===== src/rtl/dma_engine_status_responder.sv =====
// Engine-side status responder: per-engine CTRL/LENGTH/STATUS/DONE_BYTES registers plus the
// STATUS/CONTROL byte pair and beat accounting for whichever engine the arbiter grants.
module dma_engine_status_responder #(
  parameter int C_NUM_ENGINES   = 2,
  parameter int C_QUANTUM_BYTES = 4096,
  parameter int C_BEAT_BYTES_W  = 6
) (
  input  logic                             clk,
  input  logic                             rst_n,
  input  logic                             cfg_we,
  input  logic [$clog2(C_NUM_ENGINES)-1:0] cfg_engine,
  input  logic [1:0]                       cfg_addr,
  input  logic [31:0]                      cfg_wdata,
  output logic [31:0]                      cfg_rdata,
  output logic                             cfg_err,
  output logic [C_NUM_ENGINES-1:0]         enable_engines,
  input  logic [$clog2(C_NUM_ENGINES)-1:0] active_engine,
  input  logic                             engine_valid,
  input  logic                             operation_in_course,
  output logic [7:0]                       status_byte,
  output logic [7:0]                       control_byte,
  input  logic                             pause_req,
  input  logic                             beat_valid,
  input  logic [C_BEAT_BYTES_W-1:0]        beat_bytes,
  output logic [C_NUM_ENGINES-1:0]         irq
);
  // state  | meaning
  // S_IDLE | no operation in course, waiting for a usable grant
  // S_RUN  | moving beats for active_engine
  // S_END  | end-of-operation flagged, held until the grant is withdrawn
  localparam int         EW       = $clog2(C_NUM_ENGINES);
  localparam logic [1:0] A_CTRL   = 2'd0;
  localparam logic [1:0] A_LENGTH = 2'd1;
  localparam logic [1:0] A_STATUS = 2'd2;
  localparam logic [1:0] A_DONE   = 2'd3;

  typedef enum logic [1:0] {S_IDLE, S_RUN, S_END} state_t;
  state_t state, state_nxt;

  logic [C_NUM_ENGINES-1:0] enable, stop_req, irq_en, pending_irq, stopped;
  logic [31:0]              remaining  [C_NUM_ENGINES];
  logic [31:0]              done_bytes [C_NUM_ENGINES];
  logic [31:0]              qcnt, qcnt_nxt, beat_ext, act_rem, sub_bytes, rem_nxt, rd_mux;
  logic                     pause_q, beat_take, hit_zero, beat_end, len_wr, len_reject;

  always_comb begin
    stopped = '0;
    for (int e = 0; e < C_NUM_ENGINES; e++)
      stopped[e] = (remaining[e] == 32'd0) | stop_req[e] | ~enable[e];
  end

  // Beats are gated by the raw pause request; CONTROL_BYTE[5] only reports it a cycle later.
  assign beat_ext  = 32'(beat_bytes);
  assign act_rem   = remaining[active_engine];
  assign beat_take = (state == S_RUN) && engine_valid && beat_valid && !pause_req;
  assign sub_bytes = (beat_ext > act_rem) ? act_rem : beat_ext;
  assign rem_nxt   = act_rem - sub_bytes;
  assign qcnt_nxt  = qcnt + beat_ext;
  assign hit_zero  = beat_take && (act_rem != 32'd0) && (rem_nxt == 32'd0);
  assign beat_end  = beat_take && ((rem_nxt == 32'd0) || (qcnt_nxt >= 32'(C_QUANTUM_BYTES)));

  assign len_wr     = cfg_we && (cfg_addr == A_LENGTH);
  assign len_reject = len_wr && (cfg_engine == active_engine) && (state != S_IDLE);

  always_ff @(posedge clk or negedge rst_n) begin
    if (!rst_n) state <= S_IDLE;
    else        state <= state_nxt;
  end

  always_comb begin
    state_nxt = state;
    unique case (state)
      S_IDLE: if (engine_valid && operation_in_course && !stopped[active_engine]) state_nxt = S_RUN;
      S_RUN: begin
        if (!engine_valid)                          state_nxt = S_IDLE;
        else if (beat_end || stopped[active_engine]) state_nxt = S_END;
      end
      S_END:   if (!engine_valid) state_nxt = S_IDLE;
      default: state_nxt = S_IDLE;
    endcase
  end

  always_comb begin
    control_byte = {2'b00, pause_q, 1'b0, (state == S_END), 3'b000};
  end

  // Forced low during reset so the byte clears the moment rst_n falls.
  assign status_byte = rst_n ? {pending_irq[active_engine], 3'b000, stopped[active_engine],
                                2'b00, enable[active_engine]} : 8'h00;
  assign enable_engines = enable;
  assign irq            = pending_irq & irq_en;

  always_comb begin
    rd_mux = '0;
    unique case (cfg_addr)
      A_CTRL:   rd_mux = {29'd0, irq_en[cfg_engine], stop_req[cfg_engine], enable[cfg_engine]};
      A_LENGTH: rd_mux = remaining[cfg_engine];
      A_STATUS: rd_mux = {24'd0, pending_irq[cfg_engine], 3'b000, stopped[cfg_engine], 2'b00,
                          enable[cfg_engine]};
      A_DONE:   rd_mux = done_bytes[cfg_engine];
      default:  rd_mux = '0;
    endcase
  end

  always_ff @(posedge clk or negedge rst_n) begin
    if (!rst_n) begin
      cfg_rdata   <= '0;
      cfg_err     <= 1'b0;
      pause_q     <= 1'b0;
      qcnt        <= '0;
      enable      <= '0;
      stop_req    <= '0;
      irq_en      <= '0;
      pending_irq <= '0;
      for (int e = 0; e < C_NUM_ENGINES; e++) begin
        remaining[e]  <= '0;
        done_bytes[e] <= '0;
      end
    end else begin
      cfg_rdata <= rd_mux;
      cfg_err   <= len_reject;
      pause_q   <= pause_req;
      if (state == S_IDLE && state_nxt == S_RUN) qcnt <= '0;
      else if (beat_take)                        qcnt <= qcnt_nxt;
      for (int e = 0; e < C_NUM_ENGINES; e++) begin
        if (cfg_we && cfg_addr == A_CTRL && cfg_engine == EW'(e)) begin
          enable[e]   <= cfg_wdata[0];
          stop_req[e] <= cfg_wdata[1];
          irq_en[e]   <= cfg_wdata[2];
          if (cfg_wdata[3]) pending_irq[e] <= 1'b0;
        end
        if (len_wr && !len_reject && cfg_engine == EW'(e)) begin
          remaining[e]  <= cfg_wdata;
          done_bytes[e] <= '0;
          stop_req[e]   <= 1'b0;
        end
        if (beat_take && active_engine == EW'(e)) begin
          remaining[e]  <= rem_nxt;
          done_bytes[e] <= done_bytes[e] + sub_bytes;
        end
        // Placed after the CTRL clear so a same-cycle completion keeps the interrupt pending.
        if (hit_zero && active_engine == EW'(e)) pending_irq[e] <= 1'b1;
      end
    end
  end
endmodule


===== config.mk =====
export PLATFORM = sky130hd
export DESIGN_NAME = dma_engine_status_responder
export DESIGN_NICKNAME = d
export VERILOG_FILES = /design/src/rtl/dma_engine_status_responder.sv
export SDC_FILE = /design/constraint.sdc
export NUM_CORES = 1
export LEC_CHECK = 0
export BUFFER_PORTS_ARGS = -buffer_cell sky130_fd_sc_hd__buf_4
export CORE_MARGIN = 2
export CORE_UTILIZATION = 60
export DETAILED_ROUTE_END_ITERATION = 6
export MAX_ROUTING_LAYER = met4
export PLACE_DENSITY = 0.79
export SYNTH_ARGS = -nofsm -noshare
export SYNTH_HDL_FRONTEND = slang
export SYNTH_SLANG_ARGS = --single-unit
export TNS_END_PERCENT = 1

===== constraint.sdc =====
create_clock -name clk -period 7.1 [get_ports clk]
set_input_delay 1.42 -clock clk [delete_from_list [all_inputs] [get_ports clk]]
set_output_delay 1.42 -clock clk [all_outputs]
set_load 0.02 [all_outputs]

==> metrics.txt, run 1 <==
initial antenna violation count=0; EDFF count, synth=0; Clock Latency Late Sink=0.53 ns; Critical Path AT=roughly 7.0 ns; Mapped Cells=1587; Setup CP Type=input pin to flop; Antenna diodes=0; total CTS buffers=25; post-route setup TNS=0 ns; TritonCTS clock tree=done; Detailed Routing Iterations Pass 1=5; Tcrit/Tclk final=0.9269; synth warn=0; power share of the sequential group=0.370; Setup WS pre-CTS=~0.1 ns; Die Y=160.1 microns; Hold WC Path Type=flop to flop; DRC Markers=0; gr ovfl total=0; clk_skew=roughly 0.013 ns; Peak Freq=151.9 MHz; flops & latches, synth=204; Post-Syn Area=~15000 sq um; DR WL/cell=21.20 microns; placer's final routability congestion estimate=0.9606; Post-DP HPWL=about 32000 microns; H-tree Lvls=1; Final Worst Setup Slack=0.5187 ns; row cnt=57; Port Buf Inserts=90; Power Internal=~2.9 mW; area leader, netlist=dfrtp_1; worst-margin pin slew=around 1.0 ns; crit path capture type=flop; Async SR Flop Fraction=1.000; final net count=1853; Clk Tree Root Cell=clkbuf_16; Synth top area share=0.3493; status=completed; commonest non-fill, non-tap cells in the layout=dfrtp_1, nand2_1, o21ai_0; Pwr Density=approximately 260 nW/um^2; final WL=43740 microns; Final Power=4.419 mW; register area=5105 sq um; Worst setup SP type=input pin; relative slew slack=0.2978; number of global-route vias before repair=12560; CTS max path bufs=3; core area=24110 sq um; multi-input logic area=9263 sq um; Sink Count=204; CTS resizes=0; clock slew at reported path FFs=0.06 ns; global-route wire length before repair=69040 microns; RSZ-0062 raised after global routing=false; Setup Viol. Count Final=0; DIE AREA=25620 sq um; main area contributors after synthesis=dfrtp_1, ha_1, o21ai_0; width of the die=160.1 microns; maximum VDD drop=199.7 uV; vias post-DR=12960; Fin. Hold Viols=0; Cell variety after synth=78; Mean Syn Cell Area=9.208 sq um; Psw=1.523 mW; DR vias/cell=6.281; Clk network pwr share=0.345; P&R area growth vs syn=15.74%; initial core utilization=0.6062; logic gate share of total power=0.285; Global Route Usage Sum=0.3512; sequential area share after synthesis=0.3493; FILL cells=about 1900; first-iteration detailed-routing DRC count=1294; switch share=0.3447; largest net degree at the start of global routing=84; Setup Fix Bufs, Post-CTS=0; CTS hold repair buffers=0; required time worst endpoint=between 7 and 8 ns; Final Critical Period=around 6.6 ns; most used flip-flop cell after synthesis=dfrtp_1; final count of pins violating max slew=0; Ports=102; share of layout cells above drive strength 1=0.1564; max-cap viol count=0; worst-path fanout max=5; commonest non-fill, non-tap cell in the layout=dfrtp_1; Antenna Nets Post-Route=0; LEAKAGE=between 7 and 8 nW
power groups by stage:
stage | sequential (mW) | clock (mW) | combinational [mW]
3_5_place_dp | 1.63 | 0 | 1.23
3_3_place_gp | 1.62 | 0 | 1.21
6_report | 1.63 | 1.52 | 1.26
5_1_grt | 1.64 | 1.58 | 1.38
4_1_cts | 1.61 | 1.54 | 1.24
2_1_floorplan | 1.52 | 0 | 0.863
cells in the mapped netlist (all sizes together), types with 27 or more instances:
cell type and instances:
inv 46, a21o 39, buf 32, nor4 27, xnor2 45, a21oi 99
nand2 149, mux2i 67, dfrtp 204, clkbuf 50, ha 80, mux2 32
nor3 44, o21ai 149, nand3 33, nor2 102, mux4 31, xor2 64
and2 36
metal layers:
| layer | wire length [microns] | up-vias | global-route usage | part of all wire |
|---|---|---|---|---|
| met5 | 0 | - | - | 0 |
| met4 | 1215 | 0 | 0.09255 | 0.028 |
| met3 | 3772 | 75 | 0.05636 | 0.086 |
| met2 | 20230 | 544 | 0.5533 | 0.46 |
| met1 | 18510 | 6347 | 0.4772 | 0.42 |
| li1 | - | 5991 | - | - |
registers in the layout, indices dropped and copies added, names as in the netlist:
signal and count:
cfg_rdata 32, done_bytes 64, pending_irq 2, stop_req 2
irq_en 2, enable_engines 2, cfg_err 1, remaining 64
qcnt 32, state 2, pause_q 1
area by class of cell:
cell class | instances | area share
timing repair buffer | 128 | 0.05793
clock buffer | 33 | 0.04232
clock inverter | 13 | 0.01605
inverter | 46 | 0.01021
tap | 324 | 0.02397
sequential | 204 | 0.3018
multi-input combinational | 1315 | 0.5477
critical path, stage by stage:
cell	delay [ns]
buf_4	0.17
mux2_4	0.35
inv_2	0.08
ha_4	0.19
nor2b_1	0.12
o21a_1	0.16
o21ai_1	0.12
nand2b_1	0.06
a21oi_1	0.12
nor2b_1	0.06
o221ai_1	0.39
buf_4	0.21
nor2_2	0.04
a21oi_2	0.14
ha_2	0.22
inv_2	0.04
fa_2	0.42
a211oi_2	0.19
o21bai_1	0.15
a2111o_2	0.53
nor2_2	0.17
xor2_1	0.22
or4b_1	0.47
nor4_1	0.26
buf_4	0.17
nand4_1	0.15
a41o_1	0.28
o21ai_1	0.12
through the flow:
stage / utilization / cells / instance area, sq um / hold WS, ns
4_1_cts: 0.7016 / 2063 / 16910 / 0.5134
2_1_floorplan: - / 1647 / 14930 / 0.4691
6_report: 0.7016 / 2063 / 16910 / 0.5132
5_1_grt: 0.7016 / 2063 / 16910 / 0.5531
3_5_place_dp: 0.6606 / 2017 / 15930 / 0.4992
3_3_place_gp: 0.6606 / 2017 / 15930 / 0.4963
logic make-up after synthesis:
logic type                 share of synthesized area
other                                      0.0002566
xor gates and xnor gates                     0.06533
adders and majority gates                    0.07398
muxes                                         0.1188
buffers and inverters                        0.03742
AOI/OAI and AO/OA                             0.1744
DFF                                           0.3493
and+or+nand+nor                               0.1804
final timing paths:
kind                       cells after the start  slack, ns              to     startpoint
setup / recovery                              28       0.52  pending_irq[1]  active_engine
hold / removal                                 2       0.51   done_bytes[6]  done_bytes[6]
setup reg to reg                              22       1.03  pending_irq[1]  remaining[44]
hold reg to reg                                2       0.51   done_bytes[6]  done_bytes[6]
max in group asynchronous                      3       4.14   cfg_rdata[18]          rst_n
min in group asynchronous                      1       0.90   remaining[10]          rst_n
No activity file was read; power rests on OpenSTA's default activity.
==> run 2: changes to the inputs <==
--- a/config.mk
+++ b/config.mk
@@ -9,7 +9,6 @@
 export CORE_MARGIN = 2
 export CORE_UTILIZATION = 60
 export DETAILED_ROUTE_END_ITERATION = 6
-export MAX_ROUTING_LAYER = met4
 export PLACE_DENSITY = 0.79
 export SYNTH_ARGS = -nofsm -noshare
 export SYNTH_HDL_FRONTEND = slang
==> metrics.txt, run 2 (synthesized netlist as in run 1, its figures left out) <==
status=completed; Antenna diodes=0; required time worst endpoint=7.56 ns; Tcrit/Tclk final=0.9204; final WL=roughly 43000 microns; CTS resizes=0; FILL cells=~1900; largest net degree at the start of global routing=67; Post-DP HPWL=32200 microns; row cnt=57; first-iteration detailed-routing DRC count=1150; share of layout cells above drive strength 1=0.1544; cell count after placement=just over 2000; final core utilization=0.6957; DR vias/cell=6.294; DR WL/cell=21.06 microns; initial antenna violation count=1; placer's final routability congestion estimate=0.9590; Critical Path AT=6.99 ns; Final Critical Period=6.535 ns; worst-margin pin slew=1.096 ns; DRC Markers=0; H-tree Lvls=1; width of the die=160.1 microns; Global Route Usage Sum=0.3375; final count of pins violating max slew=0; crit path capture type=flop; fin cells=2060; Peak Freq=153.0 MHz; Hold WC Path Type=flop to flop; DIE AREA=25620 sq um; clock slew at reported path FFs=0.06 ns; Fin. Hold Viols=0; commonest non-fill, non-tap cells in the layout=dfrtp_1, nand2_1, o21ai_0; Clock Latency Late Sink=0.53 ns; RSZ-0062 raised after global routing=false; initial core utilization=0.6062; CTS hold repair buffers=0; commonest non-fill, non-tap cell in the layout=dfrtp_1; relative slew slack=0.2588; global-route wire length before repair=68450 microns; LEAKAGE=7.808 nW; R2R depth=23; max-cap viol count=0; TritonCTS clock tree=done; vias post-DR=12970; hold path depth=2; Clk Tree Root Cell=clkbuf_16; worst-path fanout max=12; Setup Fix Bufs, Post-CTS=0; Largest regs=done_bytes (64), remaining (64); Worst setup SP type=input pin; gr ovfl total=0; Detailed Routing Iterations Pass 1=5; Ports=102; Setup CP Type=input pin to flop; total CTS buffers=25; clk_skew=0.01389 ns; number of global-route vias before repair=12510; Port Buf Inserts=90; core area=24110 sq um; final net count=between 1500 and 2000; Die Y=160.1 microns; Sink Count=204; maximum VDD drop=160.0 uV; Pwr Density=roughly 250 nW/um^2; P&R area growth vs syn=14.76%; CTS max path bufs=3; Antenna Nets Post-Route=0; Setup Viol. Count Final=0
run 2: cell types whose count changed in the layout (fill, tap and decap cells not counted):
| cell | before | now |
|---|---|---|
| clkbuf_1 | 2 | 3 |
| clkinv_2 | 3 | 6 |
| bufinv_16 | 8 | 4 |
| clkbuf_8 | 7 | 4 |
run 2: critical path: stages:
cell and delay, ns:
buf_4 0.18, mux2_4 0.36, inv_2 0.09, ha_4 0.19, nor2b_1 0.13, o21a_1 0.17
o21ai_1 0.14, nand2b_1 0.07, a21oi_1 0.12, nor2b_1 0.06, o221ai_1 0.18, buf_4 0.20
nor2_2 0.05, a21oi_2 0.13, ha_2 0.21, inv_2 0.04, fa_2 0.41, a211oi_2 0.20
o21bai_1 0.16, a2111o_2 0.53, nor2_2 0.17, xor2_1 0.23, or4b_1 0.47, nor4_1 0.32
buf_4 0.18, nand4_1 0.18, a41o_1 0.30, o21ai_1 0.11
run 2: area by class of cell:
type / instances / area [sq um] / area share
sequential: 204 / 5105 / 0.3044
multi-input combinational: 1315 / 9263 / 0.5523
timing repair buffer: 128 / 979.7 / 0.05842
inverter: 46 / 172.7 / 0.01030
clock inverter: 12 / 166.4 / 0.009923
clock buffer: 31 / 678.2 / 0.04044
tap: 324 / 405.4 / 0.02417
run 2: where the power goes:
part           internal [mW]  switching [mW]  total, mW
logic                  0.567           0.694       1.26
clock network          0.818           0.518       1.34
registers               1.33           0.301       1.63
total                   2.72            1.51       4.23
run 2: stage by stage:
stage / total power [mW] / setup TNS (ns) / hold slack, ns / setup WS, ns / area [sq um]
CTS: 4.194 / 0 / 0.5252 / 0.6333 / 16770
detailed placement: 2.859 / 0 / 0.5081 / 0.1389 / 15930
global route: 4.413 / 0 / 0.5436 / 0.2325 / 16770
floorplan: 2.386 / -0.08253 / 0.4691 / -0.03221 / 14930
global placement: 2.834 / 0 / 0.4941 / 0.3383 / 15930
finish: 4.231 / 0 / 0.5229 / 0.5648 / 16770
run 2: worst paths after layout:
path,startpoint,end,slack [ns]
worst min register to register,done_bytes[17],done_bytes[17],0.52
worst max register to register,remaining[40],pending_irq[0],0.93
worst min-delay path,done_bytes[17],done_bytes[17],0.52
max in group asynchronous,rst_n,qcnt[22],3.73
worst max-delay path,active_engine,pending_irq[0],0.56
min in group asynchronous,rst_n,cfg_rdata[30],0.80
run 2: per-layer routing:
| metal | global-route usage | up-vias | wire length (microns) |
|---|---|---|---|
| met3 | 0.03403 | 84 | 2801 |
| met2 | 0.5429 | 504 | 20160 |
| met5 | 0 | - | 0 |
| met4 | 0.1069 | 0 | 1324 |
| met1 | 0.4852 | 6381 | 19090 |
| li1 | - | 5997 | - |
